==> config.mk <==
export PLATFORM = sky130hd
export DESIGN_NAME = rr_arbiter_8
export DESIGN_NICKNAME = d
export VERILOG_FILES = /design/src/rtl/rr_arbiter_8_pkg.sv /design/src/rtl/rr_priority_pick.sv /design/src/rtl/rr_arbiter_8.sv
export SDC_FILE = /design/constraint.sdc
export NUM_CORES = 1
export LEC_CHECK = 0
export CAP_MARGIN = 20
export CORE_MARGIN = 3
export CORE_UTILIZATION = 40
export CTS_CLUSTER_DIAMETER = 150
export DETAILED_ROUTE_END_ITERATION = 6
export GPL_ROUTABILITY_DRIVEN = 1
export SYNTH_ARGS = -nofsm -noshare
export SYNTH_HDL_FRONTEND = slang
export SYNTH_SLANG_ARGS = --single-unit
==> constraint.sdc <==
create_clock -name CLK -period 3.2 [get_ports CLK]
set_input_delay 0.64 -clock CLK [delete_from_list [all_inputs] [get_ports CLK]]
set_output_delay 0.64 -clock CLK [all_outputs]
set_load 0.01 [all_outputs]
==> src/rtl/rr_arbiter_8_pkg.sv <==
// Shared constants and state type for the 8-way round-robin arbiter.
package rr_arbiter_8_pkg;

   localparam int unsigned N_REQ = 8;
   localparam int unsigned IDX_W = 3;
   localparam int unsigned CNT_W = 4;

   typedef enum logic {
      IDLE = 1'b0,
      BUSY = 1'b1
   } state_t;

endpackage

==> src/rtl/rr_priority_pick.sv <==
// Rotating first-set search: returns the first set REQ bit at or after PTR,
// wrapping modulo N_REQ.
module rr_priority_pick
   import rr_arbiter_8_pkg::*;
(
   input  logic [N_REQ-1:0] REQ,
   input  logic [IDX_W-1:0] PTR,
   output logic [IDX_W-1:0] index,
   output logic             any
);

   logic [IDX_W-1:0] cand;

   // Walk PTR, PTR+1, ... with natural 3-bit wrap; keep the first hit.
   always_comb begin
      index = '0;
      any   = 1'b0;
      cand  = '0;
      for (int unsigned i = 0; i < N_REQ; i++) begin
         cand = PTR + IDX_W'(i);
         if (!any && REQ[cand]) begin
            index = cand;
            any   = 1'b1;
         end
      end
   end

endmodule

==> src/rtl/rr_arbiter_8.sv <==
// 8-way round-robin arbiter with bounded hold time. Owner keeps the grant until
// DONE, dropping its request, or HOLD_MAX cycles; one idle cycle between grants.
module rr_arbiter_8
   import rr_arbiter_8_pkg::*;
#(
   parameter int unsigned HOLD_MAX = 15
) (
   input  logic             CLK,
   input  logic             RST,
   input  logic [N_REQ-1:0] REQ,
   input  logic             DONE,
   output logic [N_REQ-1:0] GNT,
   output logic [IDX_W-1:0] SEL,
   output logic             VALID
);

   localparam logic [CNT_W-1:0] CNT_LAST = CNT_W'(HOLD_MAX - 1);

   state_t           state, state_nxt;
   logic [IDX_W-1:0] ptr, ptr_nxt;
   logic [CNT_W-1:0] cnt, cnt_nxt;
   logic [N_REQ-1:0] gnt_nxt;
   logic [IDX_W-1:0] sel_nxt;
   logic             valid_nxt;
   logic             rel;
   logic [IDX_W-1:0] pick_idx;
   logic             pick_any;

   rr_priority_pick u_pick (
      .REQ   (REQ),
      .PTR   (ptr),
      .index (pick_idx),
      .any   (pick_any)
   );

   // Next-state and registered-output decode.
   always_comb begin
      state_nxt = state;
      ptr_nxt   = ptr;
      cnt_nxt   = cnt;
      gnt_nxt   = GNT;
      sel_nxt   = SEL;
      valid_nxt = VALID;
      rel       = DONE || !REQ[SEL] || (cnt == CNT_LAST);
      case (state)
         IDLE: begin
            if (pick_any) begin
               gnt_nxt   = N_REQ'(1) << pick_idx;
               sel_nxt   = pick_idx;
               valid_nxt = 1'b1;
               cnt_nxt   = '0;
               state_nxt = BUSY;
            end else begin
               gnt_nxt   = '0;
               valid_nxt = 1'b0;
            end
         end
         BUSY: begin
            if (rel) begin
               gnt_nxt   = '0;
               valid_nxt = 1'b0;
               ptr_nxt   = SEL + 1'b1;
               state_nxt = IDLE;
            end else begin
               cnt_nxt = cnt + 1'b1;
            end
         end
         default: state_nxt = IDLE;
      endcase
   end

   // State, pointer, counter and output registers with synchronous reset.
   always_ff @(posedge CLK) begin
      if (RST) begin
         state <= IDLE;
         ptr   <= '0;
         cnt   <= '0;
         GNT   <= '0;
         SEL   <= '0;
         VALID <= 1'b0;
      end else begin
         state <= state_nxt;
         ptr   <= ptr_nxt;
         cnt   <= cnt_nxt;
         GNT   <= gnt_nxt;
         SEL   <= sel_nxt;
         VALID <= valid_nxt;
      end
   end

endmodule

==> reports/qor.csv <==
stage,metric,value,unit
global_route,initial antenna violation count,0,
global_route,wire length of the first global-routing pass,8935,um
sta,unrepaired setup endpoints after global routing,false,
drt,drt wl/cell,16.21,um
global_route,vias in the first global route,1797,
status,status,"finished, final reports clean",
sta,FMAX,323.0,MHz
floorplanning,full die area,6130,um^2
synthesis,Synthesis Warnings,0,
global_route,gr usage total,18.09,%
synthesis,Syn Area/Cell,9.635,um^2
worst_setup_path,origin of the critical flop-to-flop path,ptr[0]$_SDFFE_PP0P_,
clocking,Max clock buf depth,2,
synthesis,Area contributors post-synth,"dfxtp_1 19%, mux4_2 16%, mux2i_1 6.7%",
power_and_ir_drop,clock power share,12.6,%
sta,setup ws final,104.2,ps
floorplanning,core area,4880,um^2
place,Port-buffer cells,22,
min_path,Hold Path Stages,2,
synthesis,ys flop type,dfxtp_1,
floorplanning,I/O Pins,23,
worst_setup_path,critical path required time,3350,ps
run,Max Cap Violations,0,
worst_setup_path,Crit Path Max Fanout,9,
worst_setup_path,CP Class,input pin to register,
sta,Tcrit/Tclk final,96.74,%
drt,DR vias,1883,
sta,fin. max-slew vios,0,
power_and_ir_drop,total power,0.001306,W
sta,setup_tns,0,ps
synthesis,syn_nets,233,
finish,ANT cells,0,
drt,DRT Pass-1 Iters,4,
synthesis,Yosys top cell by area,dfxtp_1,
power_and_ir_drop,Max VDD drop,235.5,uV
clocking,H-tree depth,1,
clocking,Num Clock Sinks,20,
worst_setup_path,reg2reg path depth,9,
global_route,largest net degree at the start of global routing,26,
clocking,cts bufs inserted,3,
worst_setup_path,Worst Setup End Kind,register,
sta,"Setup violations, final",0,
power_and_ir_drop,P_sw,0.0005116,W
place,GPL Wtd Cong,0.8371,
power_and_ir_drop,combinational share of power,63.5,%
synthesis,"Async S/R FF share, synth",0,%
synthesis,Synth cell types,51,
place,DPL Wire Length,4138,um
finish,area grow syn2layout,27.83,%
drt,average via count per standard cell,5.689,
sta,Clock Skew,2.269,ps
finish,Final Core Density,54.77,%
floorplanning,die width,78.30,um
min_path,WHS Endpoint,GNT[3]$_SDFFE_PP0P_,
clocking,CTS tree,yes,
clocking,clk root buf,clkbuf_8,
clocking,Post-CTS Hold Fix Bufs,0,
finish,Final nets,282,
synthesis,register bit total from synthesis,20,
finish,layout cells sized above 1,30.68,%
sta,Rel. slew slack,61.86,%
synthesis,top-area cell type share of the netlist area,19.15,%
drt,DRC,0,
synthesis,Netlist Area Pre-Place,2091,um^2
min_path,HP Start,GNT[3]$_SDFFE_PP0P_,
drt,final wirelength,5364,um
synthesis,sequential area share after synthesis,19.15,%
power_and_ir_drop,Pint,0.0007949,W
floorplanning,FP Rows,25,
sta,final hold vios,0,
floorplanning,Starting Density,42.85,%
power_and_ir_drop,sequential share of power,23.9,%
worst_setup_path,FF-to-FF End,GNT[4]$_SDFFE_PP0P_,
power_and_ir_drop,P_leak,1.055,nW
synthesis,Post-synth EDFFs,0,
worst_setup_path,CP Launch Type,input pin,
sta,post-route minimum period,3096,ps
clocking,clock slew at reported path FFs,70,ps
drt,ANT nets after route,0,
power_and_ir_drop,Power per Cell Area,488.8,nW/um^2
clocking,Skew-Pair Late Insertion Delay,260,ps
worst_setup_path,R2R setup slack,250,ps
power_and_ir_drop,switching part of the total,39.16,%
place,Setup WS pre-CTS,-195.2,ps
global_route,GR Overflow Total,0,
floorplanning,die height,78.30,um
sta,worst slew pin tran,571.3,ps
worst_setup_path,crit path DAT,3250,ps
synthesis,Post-Syn Instances,217,
drt,drt first-iter violations,99,
finish,Fill cells,472,
clocking,postcts setup bufs,0,
min_path,hold crit path type,register to register,
-- registers in the layout, summed over array words and instances, names as in the netlist --
name	cells
GNT	8
cnt	4
SEL	3
ptr	3
VALID	1
state	1
-- kinds of logic after synthesis --
family	after synthesis	share of synthesized area [%]
AO/OA/AOI/OAI	55	19.81
XOR/XNOR	5	2.094
adder cells (fa/ha/maj)	5	2.992
buffers and inverters	30	7.121
flip-flops	20	19.15
multiplexers	46	35.97
AND/OR/NAND/NOR	56	12.87
-- final cells by class --
| class | instances | area (um^2) | area share (%) |
|---|---|---|---|
| Sequential cell | 20 | 400.4 | 14.98 |
| Inverter | 10 | 37.54 | 1.404 |
| Multi-Input combinational cell | 167 | 1569 | 58.71 |
| Timing Repair Buffer | 64 | 540.5 | 20.22 |
| Tap cell | 67 | 83.83 | 3.137 |
| Clock buffer | 3 | 41.29 | 1.545 |
-- cells in the mapped netlist (all sizes together) (5+ instances only) --
library cell and number:
nand2b 5, nor2 15, inv 10, xor2 5
a21oi 12, dfxtp 20, o21ai 6, o31ai 5
mux2i 14, nand2 15, mux2 12, mux4 20
buf 17, ha 5
-- worst max-delay path, cell delays in order --
cell and delay (ps):
clkdlybuf4s50_1 570, mux2_2 350, mux4_2 460, or4_1 430, a31oi_2 180, o2bb2ai_1 150, a21o_1 230, a32o_1 230
-- stage by stage --
stage | std cells | instance area (um^2) | hold WS, ps
floorplan | 217 | 2095 | 481.1
global placement | 328 | 2599 | 436.8
detailed placement | 328 | 2599 | 441.4
CTS | 331 | 2643 | 459.1
global route | 331 | 2673 | 490.6
finish | 331 | 2673 | 450.5
-- layer usage --
| layer | part of all wire (%) | wire length (um) | GRT usage [%] | vias up |
|---|---|---|---|---|
| met4 | 1.0 | 55 | 3.846 | 0 |
| met2 | 45 | 2414 | 27.05 | 46 |
| met1 | 49 | 2646 | 26.58 | 897 |
| met3 | 4.6 | 247 | 4.128 | 6 |
| met5 | 0 | 0 | 0 | - |
| li1 | - | - | - | 934 |
-- worst max-delay path by stage --
stage,start,end,slack (ps),cells past startpoint
global route,REQ[3],GNT[3]$_SDFFE_PP0P_,3,8
finish,REQ[3],GNT[4]$_SDFFE_PP0P_,100,8
detailed placement,REQ[3],GNT[1]$_SDFFE_PP0P_,-200,9
global placement,REQ[3],GNT[3]$_SDFFE_PP0P_,-120,9
CTS,REQ[3],GNT[1]$_SDFFE_PP0P_,80,9
floorplan,ptr[1]$_SDFFE_PP0P_,GNT[0]$_SDFFE_PP0P_,10,12
-- timing repair --
item	in CTS	in global routing
setup endpoints to repair	1	6
resized for setup	1	8
endpoints found under the hold margin	0	0
pin swaps	0	1
cloned	0	0
-- placed cells by master (no fill, tap or decap), drive strengths merged, types with 6 or more instances in the layout --
master / synthesis / layout
buf: 17 / 42
dfxtp: 20 / 20
clkdlybuf4s50: 0 / 20
mux4: 20 / 20
nand2: 15 / 15
nor2: 15 / 15
mux2i: 14 / 14
a21oi: 12 / 12
mux2: 12 / 12
inv: 10 / 10
o21ai: 6 / 6
-- power by group through the flow --
| stage | combinational [W] | sequential, W | clock, W |
|---|---|---|---|
| 3_3_place_gp | 0.000798 | 0.000317 | 0 |
| 6_report | 0.000830 | 0.000312 | 0.000164 |
| 5_1_grt | 0.000901 | 0.000319 | 0.000183 |
| 4_1_cts | 0.000808 | 0.000313 | 0.000173 |
| 3_5_place_dp | 0.000803 | 0.000318 | 0 |
| 2_1_floorplan | 0.000537 | 0.000317 | 0 |
Note: power is estimated with default switching activity, not from simulation.
